--- src/rtl/cpu_dma_arbiter.sv ---
// cpu_dma_arbiter: two-phase clock generator for the ag6502 core plus a
// CPU/DMA bus arbiter. The CPU is halted through rdy, and the bus is handed
// to DMA only once the core is frozen on a read cycle.
module cpu_dma_arbiter #(
  parameter int DIV   = 4,
  parameter int CNT_W = 16
) (
  input  logic             baseclk,
  input  logic             rst,
  input  logic             cpu_read,
  input  logic             dma_req,
  input  logic             cnt_clr,
  output logic             phi_0,
  output logic             phi_1,
  output logic             phi_2,
  output logic             cpu_rdy,
  output logic             dma_gnt,
  output logic             bus_sel,
  output logic             cyc_start,
  output logic [CNT_W-1:0] dma_cycles
);

  localparam int CW = (DIV > 2) ? $clog2(DIV) : 1;
  localparam int H  = DIV / 2;

  localparam logic [CW-1:0] CNT_LAST   = CW'(DIV - 1);
  localparam logic [CW-1:0] CNT_A      = CW'(DIV - 2);
  localparam logic [CW-1:0] PHI1_END   = CW'(H - 2);
  localparam logic [CW-1:0] PHI2_START = CW'(H);
  localparam logic [CW-1:0] PHI2_END   = CW'(DIV - 2);

  typedef enum logic {
    IDLE  = 1'b0,
    GRANT = 1'b1
  } state_t;

  state_t           state_q, state_d;
  logic [CW-1:0]    cnt_q, cnt_d;
  logic             phi_0_q, phi_0_d;
  logic             phi_1_q, phi_1_d;
  logic             phi_2_q, phi_2_d;
  logic             cyc_start_q, cyc_start_d;
  logic             cpu_rdy_q, cpu_rdy_d;
  logic [CNT_W-1:0] dma_cycles_q, dma_cycles_d;
  logic             at_a;
  logic             at_b;

  // Point A is the edge entering the last phase, point B the wrap to 0.
  assign at_a = (cnt_q == CNT_A);
  assign at_b = (cnt_q == CNT_LAST);

  // Next phase count and the clock decode of that count, so every clock
  // output comes straight from a flop and cannot glitch.
  always_comb begin
    cnt_d       = at_b ? '0 : cnt_q + CW'(1);
    phi_1_d     = (cnt_d <= PHI1_END);
    phi_2_d     = (cnt_d >= PHI2_START) && (cnt_d <= PHI2_END);
    phi_0_d     = (cnt_d >= PHI2_START);
    cyc_start_d = (cnt_d == '0);
  end

  // Arbitration: rdy follows the request at A, ownership changes only at B
  // and only toward DMA when the frozen cycle is a read.
  always_comb begin
    cpu_rdy_d    = cpu_rdy_q;
    state_d      = state_q;
    dma_cycles_d = dma_cycles_q;

    if (at_a) begin
      cpu_rdy_d = !dma_req;
    end

    if (at_b) begin
      case (state_q)
        IDLE:    if (!cpu_rdy_q && cpu_read) state_d = GRANT;
        GRANT:   if (cpu_rdy_q)              state_d = IDLE;
        default: state_d = IDLE;
      endcase
      if ((state_d == GRANT) && (dma_cycles_q != '1)) begin
        dma_cycles_d = dma_cycles_q + CNT_W'(1);
      end
    end

    if (cnt_clr) begin
      dma_cycles_d = '0;
    end
  end

  // Phase counter and registered clock outputs; reset parks in the last
  // phase so the first edge after release starts a fresh CPU cycle.
  always_ff @(posedge baseclk or posedge rst) begin
    if (rst) begin
      cnt_q       <= CNT_LAST;
      phi_0_q     <= 1'b1;
      phi_1_q     <= 1'b0;
      phi_2_q     <= 1'b0;
      cyc_start_q <= 1'b0;
    end else begin
      cnt_q       <= cnt_d;
      phi_0_q     <= phi_0_d;
      phi_1_q     <= phi_1_d;
      phi_2_q     <= phi_2_d;
      cyc_start_q <= cyc_start_d;
    end
  end

  // Arbiter state, rdy and the granted-cycle counter.
  always_ff @(posedge baseclk or posedge rst) begin
    if (rst) begin
      state_q      <= IDLE;
      cpu_rdy_q    <= 1'b1;
      dma_cycles_q <= '0;
    end else begin
      state_q      <= state_d;
      cpu_rdy_q    <= cpu_rdy_d;
      dma_cycles_q <= dma_cycles_d;
    end
  end

  // The one-bit state encoding makes the grant a direct flop output.
  assign phi_0      = phi_0_q;
  assign phi_1      = phi_1_q;
  assign phi_2      = phi_2_q;
  assign cyc_start  = cyc_start_q;
  assign cpu_rdy    = cpu_rdy_q;
  assign dma_gnt    = (state_q == GRANT);
  assign bus_sel    = (state_q == GRANT);
  assign dma_cycles = dma_cycles_q;

endmodule

--- config.mk ---
export PLATFORM = sky130hd
export DESIGN_NAME = cpu_dma_arbiter
export DESIGN_NICKNAME = d
export VERILOG_FILES = /design/src/rtl/cpu_dma_arbiter.sv
export SDC_FILE = /design/constraint.sdc
export NUM_CORES = 1
export LEC_CHECK = 0
export BUFFER_PORTS_ARGS = -buffer_cell sky130_fd_sc_hd__buf_2
export CAP_MARGIN = 40
export CORE_MARGIN = 10
export CORE_UTILIZATION = 50
export CTS_CLUSTER_SIZE = 28
export DETAILED_ROUTE_END_ITERATION = 10
export PLACE_DENSITY = 0.75
export SLEW_MARGIN = 10
export SYNTH_ARGS = -nofsm -noshare
export SYNTH_HDL_FRONTEND = slang
export SYNTH_SLANG_ARGS = --single-unit
--- constraint.sdc ---
create_clock -name baseclk -period 2.6 [get_ports baseclk]
set_input_delay 0.52 -clock baseclk [delete_from_list [all_inputs] [get_ports baseclk]]
set_output_delay 0.52 -clock baseclk [all_outputs]
set_load 0.005 [all_outputs]
**After elaboration in Yosys (flattened, before gate mapping)**

Index checks and enable logic that the tools add are counted.

- Bits in read-only memories: 0
- Bits in registers: 24
- Bits in writable memories: 0
- Memories kept: 0
- Input port bits: 5
- Logic and storage cells: 34
- Bits in latches: 0

- Reduce and logical (&&, ||, !) cells: 9
- Shifts and indexed selects: 0
- Muxes and demuxes: 8
- Equal/unequal tests: 3
- Add/subtract/negate cells: 2
- Multiply operators: 0
- $lt $le $gt $ge: 3
- Bitwise gates (word level): 1
- Div/mod/pow operators: 0

Operators with widths:

| operator | count |
|---|---|
| $mux W16 | 3 |
| $add A16 B1 Y16 const B | 1 |
| $ne A16 B16 Y1 const B | 1 |
| $eq A2 B2 Y1 const B | 2 |
| $reduce_bool A2 Y1 | 2 |
| $logic_and A1 B1 Y1 | 3 |
| $mux W1 | 3 |
| $add A2 B1 Y2 const B | 1 |
| $ge A2 B2 Y1 const B | 1 |
| $le A2 B1 Y1 const B | 1 |
| $le A2 B2 Y1 const B | 1 |
| $logic_not A1 Y1 | 2 |
| $logic_not A2 Y1 | 1 |
| $mux W2 | 1 |
| $pmux W1 S2 | 1 |
| $reduce_and A2 Y1 | 1 |
| $not A1 Y1 | 1 |

**Logic depth before layout (Yosys ltp)**

- Depth in word-level cells: 9
- Mapped depth: 6
- Gate-level depth less buffers: 5

**Worst setup path before layout**

OpenSTA, ideal clock, no wires.

- Path kind: register -> register
- Start point: reg cnt_q[1]
- End point: reg dma_cycles_q[11], in the netlist dma_cycles[11]
- Arrival time: 1.761 ns
- Setup slack: 0.711 ns
- Stages on the path, launching flop included: 6
- Cell sequence: dfstp_2 -> ha_1 -> nor2b_4 -> o2111ai_4 -> nor4b_1 -> mux2_1

- Cells in the longest elaborated chain, start to end: 3

Ends and longest elaborated chain:

| item | line | source |
|---|---|---|
| start, declared | 38 | `logic [CW-1:0] cnt_q, cnt_d;` |
| start signal, assigned | 99 | `cnt_q <= cnt_d;` |
| $eq A2 B2 Y1 | 50 | `assign at_b = (cnt_q == CNT_LAST);` |
| $reduce_bool A2 Y1 (no source line) | n/a |  |
| $reduce_and A2 Y1 (no source line) | n/a |  |
| end signal, assigned | 116 | `dma_cycles_q <= dma_cycles_d;` |
| end, declared | 44 | `logic [CNT_W-1:0] dma_cycles_q, dma_cycles_d;` |

No other way between the ends.
A chain may end at the register's enable or synchronous reset.

**Worst setup path after layout**

- Start point: reg cnt_q[0]
- End point: reg dma_cycles_q[11], in the netlist dma_cycles[11]

The elaborated chain is that of the path after synthesis.

==> reports/results.tsv <==
stage	metric	value	unit
timing	drv_slew	0	
synthesis	synth_compound_area_share	17.96	%
grt	grt_use_total	11.59	%
synthesis	yosysTopAreaCell	dfrtp_1	
timing	hold_viol	0	
setup_path	cp_slowest_cell	dfstp_2	
synthesis	synth_top_area_share	37.70	%
floorplan	die_h	70.23	um
route	wl_met3	165	um
route	via_per_inst	5.740	
place	dpl_cell_area	1418	um^2
flow_run	cap_violations	0	
clock_tree	cts.sinks	22	
clock_tree	cts-root-buf	clkbuf_4	
setup_path	cp-start-kind	flop	
pwr	vdd_drop_max	0.4463	mV
clock_tree	cts_tree	done	
floorplan	placeableCoreArea	2432	um^2
timing	skew	0.003402	ns
timing	rsz0062_at_grt	false	
clock_tree	htree_levels	1	
synthesis	syn_area_per_cell	10.51	um^2
setup_path	endpoint_kind	flop	
finish	fin_nets	157	
synthesis	synth_most_common_cell	dfrtp_1	
clock_tree	hold_buffers	0	
floorplan	dieArea	4932	um^2
synthesis	synthMuxAreaShare	3.472	%
finish	fillers	221	
grt	grt_pass1_wl	4919	um
setup_path	crit_type	reg -> reg	
clock_tree	postCtsResizedCells	0	
place	dp_cells	173	
route	ant_nets	0	
worst_hold_path	hp-class	in -> async	
setup_path	critPathMaxFanout	6	
route	wl_met1	1281	um
clock_tree	cts_buffers	3	
setup_path	crit_chain	ha_1, nor2b_4, o2111ai_4, nor4b_1, mux2_1	
clock_tree	post_cts_buffers	0	
synthesis	ys_seq_area_share	43.95	%
timing	tns	0	ns
synthesis	synth-seq-cells	22	
setup_path	max_stage_delay	0.57	ns
setup_path	crit_family	simple AND/OR/NAND/NOR gates	
place	io_buffers	27	
grt	gr-total-overflow	0	
synthesis	ys_top_cells_by_count	dfrtp_1 (19), a21oi_1 (9), inv_1 (9)	
finish	syn2layout_area_growth	15.28	%
route	first_pass_iters	2	
setup_path	required	2.79	ns
synthesis	synth_top_family_by_area	simple AND/OR/NAND/NOR gates	
setup_path	path_buf_inv	0	
route	top_layer_used	met4	
synthesis	synth_edf_count	0	
finish	design_area	1454	um^2
place	gp_congestion	0.7653	
clock_tree	insertion_delay	0.30	ns
timing	finalSetupViolCount	0	
clock_tree	path_clk_slew	0.12	ns
setup_path	arrival	2.29	ns
place	dp_hpwl	2135	um
synthesis	syn-num-nets	129	
floorplan	die_width	70.23	um
synthesis	yosysUniqueCellTypes	42	
clock_tree	cts_buffer_depth	2	
synthesis	syn_area	1261	um^2
synthesis	yosys-top-cells-area	dfrtp_1 (38%), dfstp_2 (6.3%), ha_1 (4.0%), a21oi_1 (3.6%), o31ai_1 (3.6%)	
grt	grt_max_degree	19	
route	dr_total_vias	1016	
route	wl	2770	um
timing	layout_min_cycle_time	2.094	ns
grt	antenna_found_initial	0	
route	post_drt_wl_per_cell	15.65	um
finish	final_cells	177	
synthesis	ys.flop_type	dfrtp_1	
pwr	p_leak	0.6849	nW
route	drcViolationCount	0	
synthesis	synthSimpleGateAreaFrac	24.90	%
synthesis	ys_warn_count	0	
timing	fmax	0.4776	GHz
synthesis	synthAdderAreaFrac	3.968	%
floorplan	initial_utilization	51.85	%
pwr	powerDensity	386.9	nW/um^2
synthesis	async_reset_ff_share	100.0	%
finish	antenna_cells	0	
synthesis	synthXorXnorAreaFrac	0	%
grt	grt_pass1_vias	1005	
outcome	status	finished clean	
finish	drive_gt1_share	31.29	%
synthesis	syn-instance-count	120	
timing	fin_crit_sh	80.53	%
route	wl_met2	1316	um
route	first_iter_violations	53	
timing	worst_pin_slew	0.4154	ns
floorplan	io_pins	28	
finish	final_util	59.77	%
floorplan	rows	18	
timing	slew_headroom	72.10	%
[layer usage]
layer	vias up	GRT usage, %
li1	502	-
met1	494	14.36
met2	18	18.96
met3	2	4.379
met4	0	1.535
met5	-	0
[registers in the layout, summed over array words and instances, names as in the netlist]
register and flops:
dma_cycles 16, cnt_q 2, bus_sel 1, cpu_rdy 1, cyc_start 1, phi_2 1
[report_power, final]
part / internal [W] / switching, W
Combinational: 0.00000836 / 0.0000181
Clock: 0.0000853 / 0.000101
Sequential: 0.000345 / 0.00000463
[cell type report]
| cell class | instances | area (um^2) | area share [%] |
|---|---|---|---|
| tap | 30 | 37.54 | 2.582 |
| timing repair buffer | 29 | 157.7 | 10.84 |
| multi-input combinational | 83 | 634.4 | 43.63 |
| clock buffer | 4 | 36.28 | 2.496 |
| sequential | 22 | 554.3 | 38.12 |
| inverter | 9 | 33.78 | 2.324 |
[path summary, 6_finish.rpt]
path                                from        endpoint  slack (ns)  depth (start not counted)
min in group baseclk             dma_req         cpu_rdy        0.34                          2
max in group asynchronous            rst        cnt_q[0]        1.93                          3
worst min register to register  cnt_q[0]        cnt_q[0]        0.54                          1
worst min-delay path                 rst  dma_cycles[12]        0.16                          2
worst max-delay path            cnt_q[0]  dma_cycles[11]        0.51                          5
worst max register to register  cnt_q[0]  dma_cycles[11]        0.51                          5
[worst register-to-register path, stage by stage (launching register included)]
cell	delay [ns]
dfstp_2	0.57
ha_1	0.20
nor2b_4	0.23
o2111ai_4	0.18
nor4b_1	0.44
mux2_1	0.37
[through the flow]
stage	hold slack, ns	worst slack (ns)	power [W]
2_1_floorplan	0.4732	0.7112	0.0003699
3_3_place_gp	0.4973	0.6458	0.0003801
3_5_place_dp	0.5030	0.5253	0.0003833
4_1_cts	0.1625	0.5100	0.0005695
5_1_grt	0.1709	0.4366	0.0005863
6_report	0.1618	0.5062	0.0005625
[layout by cell type, fill, tap and decap left out, drive strengths merged, types with 2 or more instances in the layout]
cell | Yosys | final
a211oi | 2 | 2
a21oi | 9 | 9
and3 | 3 | 3
buf | 4 | 29
clkbuf | 2 | 4
dfrtp | 19 | 19
dfstp | 3 | 3
ha | 4 | 4
inv | 9 | 9
mux2 | 3 | 3
nand2 | 8 | 8
nand3 | 5 | 5
nand4 | 3 | 3
nor2 | 6 | 6
nor2b | 4 | 4
nor3 | 2 | 2
nor4 | 3 | 3
nor4b | 2 | 2
o2111ai | 3 | 3
o21ai | 4 | 4
o31ai | 6 | 6
or3 | 2 | 2
or4 | 6 | 6
[cells by family (layout without fill, tap and decap cells)]
| family | Yosys count | after routing |
|---|---|---|
| buffers and inverters | 15 | 42 |
| AND/OR/NAND/NOR | 46 | 46 |
| multiplexers | 4 | 4 |
| flip-flops | 22 | 22 |
| AO/OA/AOI/OAI | 29 | 29 |
| adder cells (fa/ha/maj) | 4 | 4 |
No activity file was read; power rests on OpenSTA's default activity.
